File: src/rtl/coef_loader.sv
// Streams one polynomial of N coefficients into four conflict-free banks, one 4-wide write per group.
// Optional build macro RANGE_CHECK_EN: reduce coefficients >= q by q and raise the sticky range_err flag.
module coef_loader #(
  parameter int DATA_W = 24,
  parameter int N      = 256
) (
  input  logic              clk,
  input  logic              rst,
  input  logic              KD_mode,
  input  logic              load_req,
  input  logic              in_valid,
  output logic              in_ready,
  input  logic [DATA_W-1:0] in_data,
  output logic [3:0]        bank_wen,
  output logic [6:0]        bank_addr,
  output logic [DATA_W-1:0] bank_d0,
  output logic [DATA_W-1:0] bank_d1,
  output logic [DATA_W-1:0] bank_d2,
  output logic [DATA_W-1:0] bank_d3,
  output logic              busy,
  output logic              load_done,
  output logic              range_err
);

  localparam logic [1:0] IDLE  = 2'd0;
  localparam logic [1:0] LOAD  = 2'd1;
  localparam logic [1:0] DRAIN = 2'd2;
  localparam logic [1:0] DONE  = 2'd3;
  localparam logic [7:0] LAST_IDX = 8'(N - 1);

  // Digit-sum of the base-4 index: consecutive indices of a group land in distinct banks.
  function automatic logic [1:0] bank_of(input logic [7:0] i);
    return i[1:0] + i[3:2] + i[5:4] + i[7:6];
  endfunction

  function automatic logic [DATA_W-1:0] mask_coef(input logic [DATA_W-1:0] d, input logic kd);
    logic [DATA_W-1:0] m;
    m = kd ? d : {{(DATA_W-12){1'b0}}, d[11:0]};
    return m;
  endfunction

`ifdef RANGE_CHECK_EN
  function automatic logic [DATA_W-1:0] modulus(input logic kd);
    return kd ? DATA_W'(24'd8380417) : DATA_W'(24'd3329);
  endfunction

  function automatic logic out_of_range(input logic [DATA_W-1:0] d, input logic kd);
    return mask_coef(d, kd) >= modulus(kd);
  endfunction

  function automatic logic [DATA_W-1:0] store_coef(input logic [DATA_W-1:0] d, input logic kd);
    logic [DATA_W-1:0] m;
    m = mask_coef(d, kd);
    return (m >= modulus(kd)) ? (m - modulus(kd)) : m;
  endfunction
`else
  function automatic logic [DATA_W-1:0] store_coef(input logic [DATA_W-1:0] d, input logic kd);
    return mask_coef(d, kd);
  endfunction
`endif

  logic [1:0]        state_r;
  logic [1:0]        state_nxt_s;
  logic [7:0]        idx_r;
  logic              kd_r;
  logic              in_ready_r;
  logic              busy_r;
  logic              load_done_r;
  logic [3:0]        bank_wen_r;
  logic [6:0]        bank_addr_r;
  logic [DATA_W-1:0] stage_r  [4];
  logic [DATA_W-1:0] bank_d_r [4];
  logic              accept_s;
  logic              last_s;
  logic              start_s;
  logic              group_end_s;
  logic [1:0]        bank_s;
  logic [DATA_W-1:0] coef_s;

  assign accept_s    = in_valid && (state_r == LOAD);
  assign last_s      = accept_s && (idx_r == LAST_IDX);
  assign start_s     = load_req && (state_r == IDLE);
  assign group_end_s = accept_s && (idx_r[1:0] == 2'd3);
  assign bank_s      = bank_of(idx_r);
  assign coef_s      = store_coef(in_data, kd_r);

  // Next-state logic of the load sequencer.
  always_comb begin
    state_nxt_s = state_r;
    case (state_r)
      IDLE: begin
        if (load_req) begin
          state_nxt_s = LOAD;
        end else begin
          state_nxt_s = IDLE;
        end
      end
      LOAD: begin
        if (last_s) begin
          state_nxt_s = DRAIN;
        end else begin
          state_nxt_s = LOAD;
        end
      end
      DRAIN:   state_nxt_s = DONE;
      DONE:    state_nxt_s = IDLE;
      default: state_nxt_s = IDLE;
    endcase
  end

  // State, index, latched mode and status outputs; status is registered from the next state.
  always_ff @(posedge clk or negedge rst) begin
    if (!rst) begin
      state_r     <= IDLE;
      idx_r       <= 8'd0;
      kd_r        <= 1'b0;
      in_ready_r  <= 1'b0;
      busy_r      <= 1'b0;
      load_done_r <= 1'b0;
    end else begin
      state_r     <= state_nxt_s;
      in_ready_r  <= (state_nxt_s == LOAD);
      busy_r      <= (state_nxt_s != IDLE);
      load_done_r <= (state_nxt_s == DONE);
      if (start_s) begin
        kd_r  <= KD_mode;
        idx_r <= 8'd0;
      end else if (accept_s) begin
        idx_r <= last_s ? 8'd0 : idx_r + 8'd1;
      end
    end
  end

  // Per-bank staging; the output registers form the second buffer so staging never stalls.
  always_ff @(posedge clk or negedge rst) begin
    if (!rst) begin
      bank_wen_r  <= 4'h0;
      bank_addr_r <= 7'd0;
      for (int k = 0; k < 4; k++) begin
        stage_r[k]  <= {DATA_W{1'b0}};
        bank_d_r[k] <= {DATA_W{1'b0}};
      end
    end else begin
      bank_wen_r <= group_end_s ? 4'hF : 4'h0;
      if (accept_s) begin
        stage_r[bank_s] <= coef_s;
      end
      if (group_end_s) begin
        bank_addr_r <= {1'b0, idx_r[7:2]};
        for (int k = 0; k < 4; k++) begin
          bank_d_r[k] <= (bank_s == 2'(k)) ? coef_s : stage_r[k];
        end
      end
    end
  end

`ifdef RANGE_CHECK_EN
  logic range_err_r;

  // Sticky out-of-range flag, cleared by a new load.
  always_ff @(posedge clk or negedge rst) begin
    if (!rst) begin
      range_err_r <= 1'b0;
    end else if (start_s) begin
      range_err_r <= 1'b0;
    end else if (accept_s && out_of_range(in_data, kd_r)) begin
      range_err_r <= 1'b1;
    end
  end

  assign range_err = range_err_r;
`else
  assign range_err = 1'b0;
`endif

  assign in_ready  = in_ready_r;
  assign busy      = busy_r;
  assign load_done = load_done_r;
  assign bank_wen  = bank_wen_r;
  assign bank_addr = bank_addr_r;
  assign bank_d0   = bank_d_r[0];
  assign bank_d1   = bank_d_r[1];
  assign bank_d2   = bank_d_r[2];
  assign bank_d3   = bank_d_r[3];

endmodule
File: config.mk
export PLATFORM = sky130hd
export DESIGN_NAME = coef_loader
export DESIGN_NICKNAME = d
export VERILOG_FILES = /design/src/rtl/coef_loader.sv
export SDC_FILE = /design/constraint.sdc
export NUM_CORES = 1
export LEC_CHECK = 0
export CORE_MARGIN = 4
export CORE_UTILIZATION = 46
export DETAILED_ROUTE_END_ITERATION = 8
export GPL_TIMING_DRIVEN = 0
export PLACE_DENSITY_LB_ADDON = 0.08
export SKIP_LAST_GASP = 1
export SYNTH_ARGS = -nofsm -noshare
export SYNTH_HDL_FRONTEND = slang
export SYNTH_SLANG_ARGS = --single-unit
File: constraint.sdc
create_clock -name clk -period 3.2 [get_ports clk]
set_input_delay 0.96 -clock clk [delete_from_list [all_inputs] [get_ports clk]]
set_output_delay 0.96 -clock clk [all_outputs]
set_load 0.02 [all_outputs]
; ---- Yosys cells after proc, flatten, opt, wreduce, memory -nomap -nowiden
; Cells that the tools add are included.
[word_totals]
register_bits = 216
input_bits = 29
output_inout_bits = 111
word_cells = 57
[classes]
add_sub_neg = 4
magnitude_cmp = 2
eq_ne = 10
muxes = 15
bitwise_logic = 1
n_reduce_logical = 9
[ops]
columns = operator, count
row1 = $mux W24, 6
row2 = $bwmux W96, 1
row3 = $demux W24 S2, 1
row4 = $mux W8, 3
row5 = $eq A2 B2 Y1 const B, 6
row6 = $add A8 B1 Y8 const B, 1
row7 = $eq A8 B8 Y1 const B, 1
row8 = $pmux W2 S4, 1
row9 = $add A2 B2 Y2, 3
row10 = $eq A2 B1 Y1 const B, 3
row11 = $logic_and A1 B1 Y1, 5
row12 = $logic_not A2 Y1, 2
row13 = $mux W4, 1
row14 = $reduce_bool A2 Y1, 2
row15 = $ge A3 B3 Y1 const B, 1
row16 = $lt A3 B1 Y1 const B, 1
row17 = $not A2 Y3, 1
row18 = $mux W2, 1
row19 = $mux W1, 1

; ---- Depth between registers and ports, before layout
[depth]
word_depth = 9
depth_mapped = 8
mapped_depth_nobuf = 6

; ---- Least setup slack after synthesis
; Ideal clock, no wire load.
[synth_path]
path_type = reg2reg
startpoint = reg idx_r[2]
endpoint = reg stage_r[10] (netlist name)
setup_time_ns = 0.125
arrival_time_ns = 2.333
t_required_ns = 3.075
setup_slack_ns = 0.741
path_stages_with_launch = 8
n_path_buf = 1
synth_period_minus_slack_ns = 2.459
cell_sequence = dfrtp_1 -> fa_1 -> ha_1 -> xnor2_1 -> xor3_2 -> nor2_4 -> buf_12 -> mux2_4
[synth_between]
elab_chain_len = 9
elab_cells_between_ends = 10
classes_between = add/sub (3) / order compare (2) / mux (3) / bitwise (1) / reduce/logical (1)
[synth_lines]
columns = element, line_no
row1 = start: declaration, 64  ; logic [7:0] idx_r;
row2 = start signal: assignment, 129  ; idx_r <= last_s ? 8'd0 : idx_r + 8'd1;
row3 = $add A2 B2 Y2 * (3 in series), 33  ; return i[1:0] + i[3:2] + i[5:4] + i[7:6];
row4 = $not A2 Y3 (implied by the code) *, 146  ; stage_r[bank_s] <= coef_s;
row5 = $ge A3 B3 Y1 (implied by the code) / $lt A3 B1 Y1 (equally long branches), 146
row6 = $logic_and A1 B1 Y1 (implied by the code), 146
row7 = $mux W24 (implied by the code), 146
row8 = $demux W24 S2 *, 146
row9 = $bwmux W96 *, 146
row10 = end signal: indexed assignment, 140  ; stage_r[k] <= {DATA_W{1'b0}};
row11 = end signal: indexed assignment, 146
row12 = end: declaration, 71  ; logic [DATA_W-1:0] stage_r [4];
; Mark *: on every way between the ends. The rest lies on a longest branch, timed or not.
; A chain may end at the register's enable or synchronous reset.

; ---- Worst setup path in the final report
[layout_path]
startpoint = in in_valid
endpoint = reg bank_d_r, in the netlist bank_d1[21]
[layout_between]
elab_chain_len = 2
[layout_lines]
columns = element, line_no
row1 = start: declaration, 11  ; input logic in_valid,
row2 = $logic_and A1 B1 Y1, 80  ; assign accept_s = in_valid && (state_r == LOAD);
row3 = $logic_and A1 B1 Y1, 83  ; assign group_end_s = accept_s && (idx_r[1:0] == 2'd3);
row4 = end signal: indexed assignment, 141  ; bank_d_r[k] <= {DATA_W{1'b0}};
row5 = end signal: indexed assignment, 151  ; bank_d_r[k] <= (bank_s == 2'(k)) ? coef_s : stage_r[k];
row6 = end: declaration, 72  ; logic [DATA_W-1:0] bank_d_r [4];
; No other way between the ends.

==> flow_summary.ini <==
[global_route]
antenna_found_initial = 0
grt-ovfl-total = 0
grt_pass1_vias = 7786
grt_pass1_wl_mm = 43.8
track_usage = 0.228
grt_max_degree = 113

[setup_path]
startpoint = in_valid
endpoint_kind = flip-flop
crit_buf_inv = 4
r2r_setup_slack_ns = 0.27
path_class = input port to flip-flop
path_cells = clkdlybuf4s50_1 -> nand4b_1 -> clkinv_1 -> buf_2 -> buf_1 -> nand4_1 -> o211ai_2
crit_end = bank_d1[21]
required_ns = 3.63
reg2regPathDepth = 7
crit_family = buffers and inverters
worstPathMaxFanout = 10
cp_slowest_cell = clkdlybuf4s50_1
worstReg2RegEnd = bank_d0[21]
startpoint_type = input port
r2r-start = idx_r[2]
cp.depth = 7
critPathMaxStageDelay_ns = 0.55
crit_arrival_ns = 3.40

[sta]
rsz0062_at_grt = no
finalCritPeriodShare = 0.931
finalCriticalPeriod_ns = 2.98
setup_violations = 0
fin_worst_skew_ns = 0.0120
slew_violations = 0
slew_headroom = 0.474
max_freq_mhz = 336
worst_pin_slew_ns = 0.788
hold_viol = 0

[detailed_routing]
via_count = 7580
vias_per_cell = 5.56
drc = 0
drt_iter0_markers = 449
antenna_left = 0
first_pass_iters = 4
wire_per_inst_um = 20.2
drt_wl_total_mm = 27.5

[clock_network]
clk_pin_slew_ns = 0.06
clkLatencyLatePin_ns = 0.50
cts.sinks = 213
hold_buffers = 0
h-tree-depth = 1
cts_root_buffer = clkbuf_16
cts_made_buffers = 24
cts_tree = yes
clk_path_buf_depth = 3

[synthesis]
async_flop_share = 1.00
synth_warnings = 0
syn_inst = 905
synth.ff_latch_count = 213
ys.flop_type = dfrtp_1
synth.most_common_cell = dfrtp_1
synth.top_cells.by_count = dfrtp_1 (213), nand2_1 (121), a21oi_1 (98)
ys_seq_area_frac = 0.534
synth_top_area_frac = 0.534
synthesis.area_um2 = 9980
yosys.cell_types.count = 48
synth.largest_area_cell = dfrtp_1
synthTopCellsByArea = dfrtp_1 (53%), mux2_4 (9.0%), a21oi_1 (4.9%), nand2_1 (4.6%), nand4_1 (3.1%)
postSynthAreaPerCell_um2 = 11.0
synth_edf_count = 0

[die]
initial_core_util = 0.472
die_h_um = 155
io_pins = 140
die-area_um2 = 24100
core.rowCount = 53
die_w_um = 155
core_um2 = 21200

[worst_hold_path]
worstHoldStart = bank_addr[0]
min_path_type = flip-flop to flip-flop

[cells_and_area]
antennaDiodeCount = 0
syn2layout_area_growth_pct = 25.3
fillers = 1857
multi_input_area_um2 = 4130
regArea_um2 = 5330
layout.nets = 1102
stdcell_count = 1363
final_core_utilization = 0.591
drive_gt1_frac = 0.176

[power]
powerDensity_nw_per_um2 = 1220
worst_ir_drop_vdd_v = 0.000576
p_leak_uw = 0.00549
p_total_uw = 15200

[placement]
io_buffers = 137
gp_congestion = 0.832
dpl.hpwl_mm = 19.0
dpl.cell_count = 1319

[run_status]
status = finished clean

[run]
cap_violations = 0
[layout by cell type (no fill, tap or decap), drive strengths merged, types with 2 or more instances in the layout]
cell,Yosys,layout
clkdlybuf4s50,0,136
nand4,50,50
ha,2,2
mux2i,2,2
dfrtp,213,213
nor2,57,57
nand4b,2,2
inv,3,3
nor3,4,4
clkinv,1,6
clkbuf,40,78
o21ai,53,53
xnor2,6,6
or3,2,2
and2,15,15
nand2,123,123
o211ai,48,48
conb,1,2
buf,51,53
a21oi,98,98
nand2b,2,2
mux2,96,96
nor2b,24,24
[worst register-to-register path, stage by stage, from the launching register on]
cell      delay [ns]
dfrtp_1         0.52
fa_1            0.47
ha_1            0.48
clkbuf_2        0.32
clkbuf_1        0.42
clkbuf_2        0.34
o21ai_0         0.15
a21oi_1         0.16
[report_power, final]
group	leakage (uW)	internal (uW)	switching, uW	total [uW]
combinational	0.00246	3400	4600	8000
clock	0.000379	1570	1080	2650
sequential	0.00265	3870	716	4590
total	0.00549	8840	6390	15200
[flip-flops by register name (all words and copies together), names as in the netlist]
register   flops
idx_r          8
bank_d0       24
load_done      1
in_ready       1
busy           1
bank_d1       24
bank_wen       1
kd_r           1
bank_d3       24
stage_r       96
bank_d2       24
bank_addr      6
state_r        2
[per-stage QoR]
stage	instance area (um^2)	setup TNS [ns]	hold WS (ns)	setup slack [ns]
3_5_place_dp	11700	-17.88	0.467	-0.280
6_report	12500	0	0.484	0.222
5_1_grt	12500	0	0.499	0.0415
4_1_cts	12500	0	0.488	0.0864
2_1_floorplan	9990	0	0.458	0.741
3_3_place_gp	11700	-1723.44	0.467	-8.04
[cell families (layout without fill, tap and decap cells)]
logic type      after synthesis  in the layout  synth area share
buf+inv                      95            277            0.0531
xor+xnor                      8              8            0.0120
fa+ha+maj                     3              3           0.00451
other cells                   1              2          0.000376
mux                          98             98             0.133
compound gates              205            205             0.127
flops                       213            213             0.534
simple gates                282            282             0.136
[worst min path at each step]
stage                         endpoint  slack [ns]  depth (start not counted)
final                     bank_addr[0]        0.48                          2
after global routing       stage_r[49]        0.50                          1
after CTS                  stage_r[49]        0.49                          1
after detailed placement  bank_addr[2]        0.47                          2
after global placement    bank_addr[2]        0.47                          2
after floorplan            stage_r[48]        0.46                          1
[repair_timing]
action | 4_1_cts | 5_1_grt
cloned | 0 | 0
setup endpoints to repair | 38 | 46
buffers inserted | 0 | 0
hold endpoints to repair | 0 | 0
gates resized for setup | 1 | 10
pin swaps | 0 | 0
[layout make-up]
class,count,area share
Clock buffer,38,0.0587
Multi-Input combinational cell,598,0.330
Inverter,4,0.00120
Clock inverter,6,0.00260
Sequential cell,213,0.426
Buffer,91,0.0418
Tap cell,275,0.0275
Timing Repair Buffer,138,0.112
[per-layer routing]
metal  vias up  global-route usage  routed length [um]
li1       3489                   -                   -
met1      3863               0.332               12800
met5         -                   0                   0
met4         0              0.0504                 407
met3        31              0.0312                1300
met2       197               0.367               13000
Note: power is estimated with default switching activity, not from simulation.
